===== config.mk =====
export PLATFORM = sky130hd
export DESIGN_NAME = maze_multi_move_ctrl_flat
export DESIGN_NICKNAME = d
export VERILOG_FILES = /design/src/rtl/maze_multi_move_ctrl_if.sv /design/src/rtl/maze_multi_move_ctrl.sv /design/src/flat_wrapper.sv
export SDC_FILE = /design/constraint.sdc
export NUM_CORES = 1
export LEC_CHECK = 0
export CAP_MARGIN = 20
export CELL_PAD_IN_SITES_DETAIL_PLACEMENT = 1
export CELL_PAD_IN_SITES_GLOBAL_PLACEMENT = 2
export CORE_ASPECT_RATIO = 1.4
export CORE_MARGIN = 1
export CORE_UTILIZATION = 36
export CTS_BUF_LIST = sky130_fd_sc_hd__clkbuf_16
export DETAILED_ROUTE_END_ITERATION = 7
export PLACE_DENSITY_LB_ADDON = 0.1
export SETUP_SLACK_MARGIN = 0.2
export SLEW_MARGIN = 10
export SYNTH_ARGS = -nofsm -noshare
export SYNTH_HDL_FRONTEND = slang
export SYNTH_SLANG_ARGS = --single-unit

===== constraint.sdc =====
create_clock -name clk -period 4.54 [get_ports clk]
set_input_delay 0.908 -clock clk [delete_from_list [all_inputs] [get_ports clk]]
set_output_delay 0.908 -clock clk [all_outputs]
set_load 0.02 [all_outputs]

===== src/rtl/maze_multi_move_ctrl_if.sv =====
// maze_multi_move_ctrl_if: obstacle-lookup and pixel-plot req/ack handshakes
interface maze_multi_move_ctrl_if #(
    parameter int X_W = 8,
    parameter int Y_W = 7
);
    logic           obs_req;
    logic [X_W-1:0] obs_x;
    logic [Y_W-1:0] obs_y;
    logic           obs_valid;
    logic           obs_block;
    logic           draw_req;
    logic [X_W-1:0] draw_x;
    logic [Y_W-1:0] draw_y;
    logic           draw_erase;
    logic [1:0]     draw_player;
    logic           draw_done;

    modport master (
        output obs_req, obs_x, obs_y, draw_req, draw_x, draw_y, draw_erase, draw_player,
        input  obs_valid, obs_block, draw_done
    );

    modport slave (
        input  obs_req, obs_x, obs_y, draw_req, draw_x, draw_y, draw_erase, draw_player,
        output obs_valid, obs_block, draw_done
    );
endinterface


===== src/rtl/maze_multi_move_ctrl.sv =====
// maze_multi_move_ctrl: tick-driven movement of up to four sprites with obstacle lookup, plotting and win detection
module maze_multi_move_ctrl #(
    parameter int N_PLAYERS   = 2,
    parameter int X_W         = 8,
    parameter int Y_W         = 7,
    parameter int X_MAX       = 159,
    parameter int Y_MAX       = 119,
    parameter int START_X     = 1,
    parameter int START_Y     = 1,
    parameter int GOAL_X      = 158,
    parameter int GOAL_Y      = 118,
    parameter int TICK_CYCLES = 833333
) (
    input  logic                      clk,
    input  logic                      reset,
    input  logic [3*N_PLAYERS-1:0]    move,
    maze_multi_move_ctrl_if.master    bus,
    output logic [N_PLAYERS*X_W-1:0]  pos_x,
    output logic [N_PLAYERS*Y_W-1:0]  pos_y,
    output logic                      win,
    output logic [1:0]                win_player,
    output logic [3:0]                state_cur
);
    localparam int CW = $clog2(TICK_CYCLES);

    typedef enum logic [3:0] {WAIT_TICK, ERASE, SAMPLE, OBS_Q, COMMIT, DRAW, CHECK, WIN} state_t;

    state_t         st_q, st_d;
    logic [CW-1:0]  cnt_q;
    logic           pend_q, wrap, ok, at_goal, win_q, win_d, dreq;
    logic [1:0]     p_q, p_d, wp_q, wp_d;
    logic [X_W-1:0] px_q [4];
    logic [Y_W-1:0] py_q [4];
    logic [X_W-1:0] cx, tx_q, tx_d;
    logic [Y_W-1:0] cy, ty_q, ty_d;
    logic [2:0]     mv [4];
    logic [2:0]     m;

    for (genvar i = 0; i < 4; i++) begin : g_pl
        if (i < N_PLAYERS) begin : g_on
            assign mv[i] = move[3*i +: 3];
            assign pos_x[i*X_W +: X_W] = px_q[i];
            assign pos_y[i*Y_W +: Y_W] = py_q[i];
        end else begin : g_off
            assign mv[i] = 3'd0;
        end
    end

    assign cx      = px_q[p_q];
    assign cy      = py_q[p_q];
    assign m       = mv[p_q];
    assign wrap    = cnt_q == CW'(TICK_CYCLES - 1);
    assign at_goal = cx == X_W'(GOAL_X) && cy == Y_W'(GOAL_Y);
    assign ok      = (m == 3'd1 && cx != '0) || (m == 3'd2 && cx != X_W'(X_MAX)) ||
                     (m == 3'd3 && cy != '0) || (m == 3'd4 && cy != Y_W'(Y_MAX));
    assign tx_d    = m == 3'd1 ? cx - 1'b1 : m == 3'd2 ? cx + 1'b1 : cx;
    assign ty_d    = m == 3'd3 ? cy - 1'b1 : m == 3'd4 ? cy + 1'b1 : cy;

    // Free-running tick counter; any wraps during a frame collapse into one pending tick
    always_ff @(posedge clk or posedge reset) begin
        if (reset) begin
            cnt_q  <= '0;
            pend_q <= 1'b0;
        end else begin
            cnt_q  <= wrap ? '0 : cnt_q + 1'b1;
            pend_q <= wrap | (pend_q & (st_q != WAIT_TICK));
        end
    end

    // State register
    always_ff @(posedge clk or posedge reset) begin
        if (reset) st_q <= WAIT_TICK;
        else       st_q <= st_d;
    end

    // Next state; player index and win flag advance only out of CHECK
    always_comb begin
        st_d  = st_q;
        p_d   = p_q;
        win_d = win_q;
        wp_d  = wp_q;
        case (st_q)
            WAIT_TICK: st_d = pend_q ? ERASE : WAIT_TICK;
            ERASE:     st_d = bus.draw_done ? SAMPLE : ERASE;
            SAMPLE:    st_d = ok ? OBS_Q : DRAW;
            OBS_Q:     st_d = !bus.obs_valid ? OBS_Q : bus.obs_block ? DRAW : COMMIT;
            COMMIT:    st_d = DRAW;
            DRAW:      st_d = bus.draw_done ? CHECK : DRAW;
            CHECK: begin
                if (at_goal) begin
                    win_d = 1'b1;
                    wp_d  = p_q;
                    st_d  = WIN;
                end else if (p_q == 2'(N_PLAYERS - 1)) begin
                    p_d  = '0;
                    st_d = WAIT_TICK;
                end else begin
                    p_d  = p_q + 1'b1;
                    st_d = ERASE;
                end
            end
            WIN:       st_d = WIN;
            default:   st_d = WAIT_TICK;
        endcase
    end

    // Player index, win flag, target cell captured in SAMPLE, positions updated in COMMIT
    always_ff @(posedge clk or posedge reset) begin
        if (reset) begin
            p_q   <= '0;
            win_q <= 1'b0;
            wp_q  <= '0;
            tx_q  <= '0;
            ty_q  <= '0;
            for (int i = 0; i < 4; i++) begin
                px_q[i] <= X_W'(START_X + i);
                py_q[i] <= Y_W'(START_Y);
            end
        end else begin
            p_q   <= p_d;
            win_q <= win_d;
            wp_q  <= wp_d;
            if (st_q == SAMPLE) begin
                tx_q <= tx_d;
                ty_q <= ty_d;
            end
            if (st_q == COMMIT) begin
                px_q[p_q] <= tx_q;
                py_q[p_q] <= ty_q;
            end
        end
    end

    assign dreq            = st_q == ERASE || st_q == DRAW;
    assign bus.obs_req     = st_q == OBS_Q;
    assign bus.obs_x       = tx_q;
    assign bus.obs_y       = ty_q;
    assign bus.draw_req    = dreq;
    assign bus.draw_x      = cx;
    assign bus.draw_y      = cy;
    assign bus.draw_erase  = st_q == ERASE;
    assign bus.draw_player = dreq ? p_q : 2'd0;
    assign win             = win_q;
    assign win_player      = wp_q;
    assign state_cur       = st_q;
endmodule


===== src/flat_wrapper.sv =====
// flat-port wrapper written by rule: the top's interface ports become plain ports
module maze_multi_move_ctrl_flat 
#(
    parameter int N_PLAYERS   = 2,
    parameter int X_W         = 8,
    parameter int Y_W         = 7,
    parameter int X_MAX       = 159,
    parameter int Y_MAX       = 119,
    parameter int START_X     = 1,
    parameter int START_Y     = 1,
    parameter int GOAL_X      = 158,
    parameter int GOAL_Y      = 118,
    parameter int TICK_CYCLES = 833333
)
  (clk, reset, move, pos_x, pos_y, win, win_player, state_cur, bus_obs_req, bus_obs_x, bus_obs_y, bus_draw_req, bus_draw_x, bus_draw_y, bus_draw_erase, bus_draw_player, bus_obs_valid, bus_obs_block, bus_draw_done);
  maze_multi_move_ctrl_if #(.X_W(X_W), .Y_W(Y_W)) bus_i ();
  input  logic clk;
  input  logic reset;
  input  logic [3*N_PLAYERS-1:0] move;
  output logic [N_PLAYERS*X_W-1:0] pos_x;
  output logic [N_PLAYERS*Y_W-1:0] pos_y;
  output logic win;
  output logic [1:0] win_player;
  output logic [3:0] state_cur;
  output wire logic [$bits(bus_i.obs_req)-1:0] bus_obs_req;
  output wire logic [$bits(bus_i.obs_x)-1:0] bus_obs_x;
  output wire logic [$bits(bus_i.obs_y)-1:0] bus_obs_y;
  output wire logic [$bits(bus_i.draw_req)-1:0] bus_draw_req;
  output wire logic [$bits(bus_i.draw_x)-1:0] bus_draw_x;
  output wire logic [$bits(bus_i.draw_y)-1:0] bus_draw_y;
  output wire logic [$bits(bus_i.draw_erase)-1:0] bus_draw_erase;
  output wire logic [$bits(bus_i.draw_player)-1:0] bus_draw_player;
  input wire logic [$bits(bus_i.obs_valid)-1:0] bus_obs_valid;
  input wire logic [$bits(bus_i.obs_block)-1:0] bus_obs_block;
  input wire logic [$bits(bus_i.draw_done)-1:0] bus_draw_done;
  assign bus_obs_req = bus_i.obs_req;
  assign bus_obs_x = bus_i.obs_x;
  assign bus_obs_y = bus_i.obs_y;
  assign bus_draw_req = bus_i.draw_req;
  assign bus_draw_x = bus_i.draw_x;
  assign bus_draw_y = bus_i.draw_y;
  assign bus_draw_erase = bus_i.draw_erase;
  assign bus_draw_player = bus_i.draw_player;
  assign bus_i.obs_valid = bus_obs_valid;
  assign bus_i.obs_block = bus_obs_block;
  assign bus_i.draw_done = bus_draw_done;
  maze_multi_move_ctrl #(.N_PLAYERS(N_PLAYERS), .X_W(X_W), .Y_W(Y_W), .X_MAX(X_MAX), .Y_MAX(Y_MAX), .START_X(START_X), .START_Y(START_Y), .GOAL_X(GOAL_X), .GOAL_Y(GOAL_Y), .TICK_CYCLES(TICK_CYCLES)) u_core (.clk(clk), .reset(reset), .move(move), .bus(bus_i), .pos_x(pos_x), .pos_y(pos_y), .win(win), .win_player(win_player), .state_cur(state_cur));
endmodule

==> summary.txt, run 1 <==
Run status
  – Outcome: completed

Logic synthesis
  – Share of the synthesized area in the top cell type: approximately 43%
  – Synth area leaders: dfrtp_1 (43%), mux2_2 (13%), mux4_2 (4.9%)
  – Synth Instances: approximately 470
  – Yosys warnings: 0
  – Mapped cell area: about 5500 sq um
  – Ys flop type: dfrtp_1
  – Post-synth cell types: just over 60
  – Post-synthesis sequential area ratio: about 47%
  – Avg Cell Area, Syn: 11.8 sq um
  – EDFF count, synth: 0
  – Post-synth net total: ~500
  – Synth Register Bits: between 100 and 150
  – Asr flop ratio synth: 100%
  – Synth area leader: dfrtp_1

Setup path
  – Worst r2r src: u_core.p_q[1]
  – Slowest-stage cell, CP: dfrtp_1
  – R2r worst-path depth: 8
  – Family with the most delay on the worst path: buffers and inverters
  – Critical Path Start: u_core.p_q[1]
  – Crit path required time: approximately 3600 ps
  – FF-to-FF setup slack: ~1300 ps
  – Startpoint class of the critical path: flip-flop
  – Worst path max stage delay: 940 ps
  – Arr. time, crit path: around 2700 ps
  – Crit-path cells: buf_4 > mux4_1 > clkdlybuf4s50_1
  – Worst Path Buf+Inv: 2
  – FF-to-FF End: u_core.win_player[0]
  – Crit Path Max Fanout: 17
  – Critical path class: flip-flop to primary output
  – Critical Path End Type: primary output

Power and ir drop
  – Leakage: 2.87 nW
  – Peak supply drop: between 0.3 and 0.4 mV
  – Pwr Density: just under 700 nW/um^2

Min path
  – Hold path depth: 1
  – Worst hold path startpoint: u_core.win
  – Hold path endpoint: u_core.win
  – Hold/Removal Path Class: flip-flop to flip-flop

Floorplan
  – IO Pins: 83
  – Core outline area: between 10000 and 15000 sq um
  – Row count: 53
  – Die H: ~150 um
  – Die footprint: approximately 16000 sq um
  – Die width: 107 um
  – Initial core utilization: between 30% and 40%

STA
  – Setup-failing EPs final: 0
  – Unrepaired setup endpoints after global routing: false
  – Slew HR: 39.7%
  – Setup_tns: 0 ps
  – Pins Over Slew Limit: 0
  – Clock skew: roughly 4.5 ps
  – Final min period: 3620 ps
  – Achievable Freq: 276 MHz
  – Measured slew at the worst slew-check pin: roughly 900 ps
  – Final critical-path share of the clock period: roughly four fifths
  – WHS: about 470 ps
  – Final Hold Fails: 0

GRT
  – All-Layer GR Usage: between 10% and 20%
  – Largest net degree at the start of global routing: 58
  – First-pass GRT wire length: ~22 mm
  – GRT Residual Overflow: 0
  – Vias in the first global route: 3959
  – Initial antenna violation count: 0

Clocking
  – CTS buffer count: 9
  – Clock slew at reported path FFs: 70 ps
  – CTS resizes: 0
  – Post-CTS Hold Buffers: 0
  – Clock tree buffer depth: 2
  – Setup Fix Bufs, Post-CTS: 0
  – Root Buffer: clkbuf_16
  – H-tree levels: 3
  – Clock latency on the worst-skew pair: 350 ps
  – Clock sink count: 104
  – CTS tree: built

Drt
  – Vias: about 3700
  – Post-DR wirelength/cell: ~19 um
  – DR pass1 iterations: 4
  – Post-route ant nets: 0
  – Routed wire length: 13.6 mm
  – DRC: 0
  – DRT iter0 DRCs: between 90 and 100
  – Vias per cell: approximately 5.2

Layout
  – Area Overhead vs Synth: 21.1%
  – Diodes inserted: 0
  – Final #Nets: 543
  – Filler Cell Count: ~1600
  – Share of cells above drive strength 1: 24.1%

Placed design
  – # port buffers: 81
  – Dpl hpwl: 9.71 mm
  – Gp weighted congestion: around 0.78

Run
  – Max-cap violations: 0
## state kept, by name (all words and copies together) (netlist names)
register / count
u_core.pend_q: 1
u_core.p_q: 2
u_core.pos_x: 16
u_core.px_q: 16
u_core.bus.obs_y: 7
u_core.win_player: 2
u_core.cnt_q: 20
u_core.state_cur: 3
u_core.bus.obs_x: 8
u_core.py_q: 14
u_core.win: 1
u_core.pos_y: 14
## worst max-delay path by stage
stage          slack [ps]                   end  cells past startpoint
4_1_cts               690         bus_draw_x[5]                      2
6_report              920         bus_draw_x[5]                      3
3_5_place_dp         1060  u_core.win_player[0]                      7
3_3_place_gp         1100         bus_draw_x[5]                      2
2_1_floorplan         910   u_core.bus.obs_x[0]                      1
5_1_grt               740         bus_draw_x[5]                      3
## cell type report
type | instances | area [sq um] | share of cell area, %
tap | 192 | 240 | 3.59
clock buffer | 9 | 225 | 3.36
timing repair buffer | 93 | 908 | 13.6
sequential | 104 | 2610 | 39.0
clock inverter | 7 | 119 | 1.78
inverter | 10 | 40.0 | 0.598
multi-input combinational | 304 | 2550 | 38.1
## per-layer routing
metal	up-vias	share of wire, %	global-route usage (%)
met2	62	52	31.3
met5	-	0	0
met3	23	3.4	3.68
met1	1896	42	22.1
li1	1750	-	-
met4	0	3.1	9.25
## worst register-to-register path: cells and delay by family (launching register included)
kind	cells	cell delay, ps
DFF	1	940
muxes	2	780
buffers and inverters	2	550
and+or+nand+nor	3	690
adders and majority gates	1	170
## power by group
group | leakage [nW] | internal (mW) | switching (mW) | total (mW)
Sequential | 1.34 | 1.15 | 0.265 | 1.41
Clock | 0.162 | 0.540 | 0.366 | 0.907
Combinational | 1.37 | 1.07 | 1.15 | 2.22
Total | 2.87 | 2.75 | 1.78 | 4.54
## cells in the mapped netlist (all sizes together) (3+ instances only)
library cell / number
a211oi: 4
a21oi: 4
a32oi: 3
and2: 7
and4: 4
buf: 41
clkbuf: 9
dfrtp: 95
dfstp: 9
ha: 10
inv: 10
mux2: 64
mux4: 15
nand2: 32
nand2b: 3
nand3: 10
nand3b: 5
nand4: 10
nor2: 33
nor2b: 6
nor3: 7
nor4: 5
o21ai: 17
o22ai: 3
or3b: 3
xnor2: 12
xor2: 19
## cell usage in the layout (no fill, tap or decap), types with 3 or more instances in the layout
| master | synthesis | routed |
|---|---|---|
| clkdlybuf4s50_1 | 0 | 81 |
| nor3_1 | 7 | 7 |
| nor2b_1 | 6 | 6 |
| dfstp_2 | 9 | 9 |
| buf_4 | 32 | 11 |
| nand3_1 | 9 | 9 |
| nand4_1 | 10 | 10 |
| bufinv_16 | 0 | 3 |
| o21ai_1 | 4 | 4 |
| a211oi_1 | 3 | 3 |
| dfrtp_1 | 95 | 95 |
| clkbuf_16 | 0 | 9 |
| mux4_1 | 3 | 3 |
| nand2b_1 | 3 | 3 |
| and2_1 | 7 | 7 |
| mux2_2 | 62 | 62 |
| a32oi_1 | 3 | 3 |
| nor2_1 | 32 | 32 |
| mux4_2 | 12 | 12 |
| a21oi_1 | 4 | 4 |
| xor2_1 | 19 | 19 |
| nor4_1 | 4 | 3 |
| nand2_1 | 31 | 31 |
| ha_1 | 10 | 10 |
| nand3b_1 | 5 | 5 |
| xnor2_1 | 12 | 12 |
| o21ai_0 | 13 | 13 |
| and4_1 | 4 | 4 |
| inv_1 | 10 | 9 |
## per-stage QoR
stage / instance area (sq um) / instances / util, % / worst slack [ps] / power, mW
CTS: 6680 / 718 / 44.6 / 687 / 4.61
global route: 6690 / 719 / 44.7 / 735 / 4.82
floorplan: 5530 / 468 / - / 915 / 2.90
detailed placement: 6330 / 702 / 42.3 / 1060 / 3.67
finish: 6690 / 719 / 44.7 / 923 / 4.54
global placement: 6330 / 702 / 42.3 / 1100 / 3.63
## kinds of logic (layout without fill, tap and decap cells)
group | after synthesis | count (layout) | share of synthesized area [%]
other | 1 | 1 | 0.0678
DFF | 104 | 104 | 47.3
AOI/OAI and AO/OA | 44 | 44 | 5.36
adders and majority gates | 10 | 10 | 2.26
muxes | 81 | 81 | 19.9
and+or+nand+nor | 137 | 137 | 13.5
xor gates and xnor gates | 31 | 31 | 4.91
buffers and inverters | 60 | 119 | 6.74
Power figures use the tool's default switching activity.
==> run 2, diff against run 1 <==
==> constraint.sdc (replaced) <==
create_clock -name clk -period 3.7 [get_ports clk]
set_input_delay 0.74 -clock clk [delete_from_list [all_inputs] [get_ports clk]]
set_output_delay 0.74 -clock clk [all_outputs]
set_load 0.02 [all_outputs]
==> run 2 against run 1 <==
Net effect: sequential power increased by 23%; largest power group unchanged; routed wire length increased by 1.2%; cell count increased by 0.70%; critical endpoint is now bus_draw_x[7]; die area unchanged.
==> summary.txt, run 2 (same netlist as run 1, synthesis figures left out) <==
Run status
  – Outcome: completed (unchanged)

STA
  – Unrepaired setup endpoints after global routing: false (unchanged)
  – Achievable Freq: about 300 MHz
  – Pins Over Slew Limit: 0 (unchanged)
  – Final critical-path share of the clock period: between 90% and 100%
  – Final min period: about 3400 ps
  – Slew HR: 55.2% (was 39.7%)
  – Setup-failing EPs final: 0 (unchanged)
  – Measured slew at the worst slew-check pin: 672 ps (was 905 ps)
  – Final Hold Fails: 0 (unchanged)
  – Setup_tns: 0 ps (unchanged)
  – Final worst setup slack: 325 ps (was 923 ps)
  – Clock skew: 12.9 ps (was 4.53 ps)

Setup path
  – Worst path max stage delay: 770 ps (was 940 ps)
  – Crit Path Max Fanout: 14 (was 17)
  – Startpoint class of the critical path: flip-flop (unchanged)
  – Critical Path End Type: primary output (unchanged)
  – Worst r2r src: u_core.p_q[0] (was u_core.p_q[1])
  – Worst Path Buf+Inv: 2 (unchanged)
  – Slowest-stage cell, CP: dfrtp_1 (unchanged)
  – Crit-path cells: buf_4 > mux4_2 > clkdlybuf4s50_1 (was buf_4 > mux4_1 > clkdlybuf4s50_1)
  – Family with the most delay on the worst path: buffers and inverters (unchanged)
  – Critical Path Start: u_core.p_q[0] (was u_core.p_q[1])
  – FF-to-FF setup slack: 620 ps (was 1310 ps)
  – Crit path required time: 2960 ps (was 3630 ps)
  – Critical path class: flip-flop to primary output (unchanged)
  – Arr. time, crit path: 2640 ps (was 2710 ps)

Drt
  – Routed wire length: 13.8 mm (was 13.6 mm)
  – DRC: 0 (unchanged)
  – DR pass1 iterations: 4 (unchanged)
  – Post-route ant nets: 0 (unchanged)
  – Vias per cell: 5.17 (was 5.19)
  – DRT iter0 DRCs: 114 (was 97)
  – Post-DR wirelength/cell: 19.0 um (was 18.9 um)
  – Vias: 3740 (was 3731)

Placed design
  – # port buffers: 81 (unchanged)
  – Placement Setup Slack: 633 ps (was 1060 ps)
  – Gp weighted congestion: 0.774 (was 0.780)
  – Dpl hpwl: 10.0 mm (was 9.71 mm)

Clocking
  – Clock sink count: 104 (unchanged)
  – CTS tree: built (unchanged)
  – CTS resizes: 0 (unchanged)
  – Clock tree buffer depth: 2 (unchanged)
  – Post-CTS Hold Buffers: 0 (unchanged)
  – H-tree levels: 3 (unchanged)
  – Clock slew at reported path FFs: 70 ps (about the same)
  – CTS buffer count: 9 (unchanged)
  – Setup Fix Bufs, Post-CTS: 0 (unchanged)
  – Root Buffer: clkbuf_16 (unchanged)
  – Clock latency on the worst-skew pair: 350 ps (about the same)

Layout
  – Util after Layout: 44.8% (was 44.7%)
  – Share of cells above drive strength 1: 24.4% (was 24.1%)
  – Largest register by flop count: u_core.cnt_q (unchanged)
  – Commonest cells after routing, fill and taps aside: dfrtp_1 (95), clkdlybuf4s50_1 (81), mux2_2 (62), nor2_1 (32), nand2_1 (31) (unchanged)
  – Most common cell after layout, fill and taps aside: dfrtp_1 (unchanged)
  – Final #Nets: 548 (was 543)
  – Diodes inserted: 0 (unchanged)
  – Area Overhead vs Synth: 21.3% (was 21.1%)
  – Filler Cell Count: 1621 (was 1605)
  – Max reg flops: 20 (unchanged)

Floorplan
  – Row count: 53 (unchanged)
  – Die footprint: 15900 sq um (unchanged)
  – Die width: 107 um (unchanged)
  – Core outline area: 15000 sq um (unchanged)
  – Die H: 149 um (unchanged)
  – Initial core utilization: 36.9% (unchanged)
  – IO Pins: 83 (unchanged)

GRT
  – GRT Residual Overflow: 0 (unchanged)
  – Initial antenna violation count: 0 (unchanged)
  – Largest net degree at the start of global routing: 48 (was 58)
  – Vias in the first global route: 4146 (was 3959)
  – First-pass GRT wire length: 22.7 mm (was 22.1 mm)
  – All-Layer GR Usage: 18.7% (was 18.4%)

Min path
  – Hold/Removal Path Class: flip-flop to flip-flop (unchanged)
  – Worst hold path startpoint: u_core.win (unchanged)

Power and ir drop
  – Pwr Density: 819 nW/um^2 (was 678 nW/um^2)
  – Leakage: 2.89 nW (was 2.87 nW)
  – Peak supply drop: 0.318 mV (was 0.306 mV)

Run
  – Max-cap violations: 0 (unchanged)
==> run 2: layer usage <==
metal / track usage (%) / part of all wire (%) / wire (um) / vias up
met5: 0 / 0 / 0 / -
met4: 4.79 / 1.0 / 138 / 0
met3: 3.11 / 2.6 / 353 / 7
met2: 34.2 / 54 / 7460 / 53
met1: 22.5 / 42 / 5840 / 1930
li1: - / - / - / 1750
==> run 2: final cells by class <==
cell class              instances  area (sq um)  share of cell area [%]
flip-flops and latches        104          2610                    39.0
multi-input cells             304          2550                    38.0
repair buffers                 98           951                    14.2
well taps                     192           240                    3.58
clock buffers                   9           225                    3.36
clock inverters                 7          90.1                    1.34
inverters                      10          40.0                   0.597
==> run 2: worst paths after layout <==
path                                         to  cells past startpoint
setup reg to reg           u_core.win_player[1]                      7
setup / recovery                  bus_draw_x[7]                      3
min in group asynchronous         u_core.pend_q                      2
hold reg to reg                      u_core.win                      1
hold / removal                       u_core.win                      1
max in group asynchronous       u_core.pos_x[0]                      3
==> run 2: through the flow <==
| step | area, sq um | hold WS, ps | instances | power [mW] |
|---|---|---|---|---|
| 6_report | 6710 | 477 | 724 | 5.50 |
| 5_1_grt | 6710 | 495 | 724 | 5.84 |
| 4_1_cts | 6710 | 486 | 724 | 5.58 |
| 3_5_place_dp | 6390 | 471 | 708 | 4.54 |
| 3_3_place_gp | 6390 | 470 | 708 | 4.49 |
| 2_1_floorplan | 5530 | 458 | 468 | 3.56 |
==> run 2: power breakdown <==
group | internal, mW | switching (mW)
Combinational | 1.31 | 1.43
Clock | 0.589 | 0.431
Sequential | 1.41 | 0.332
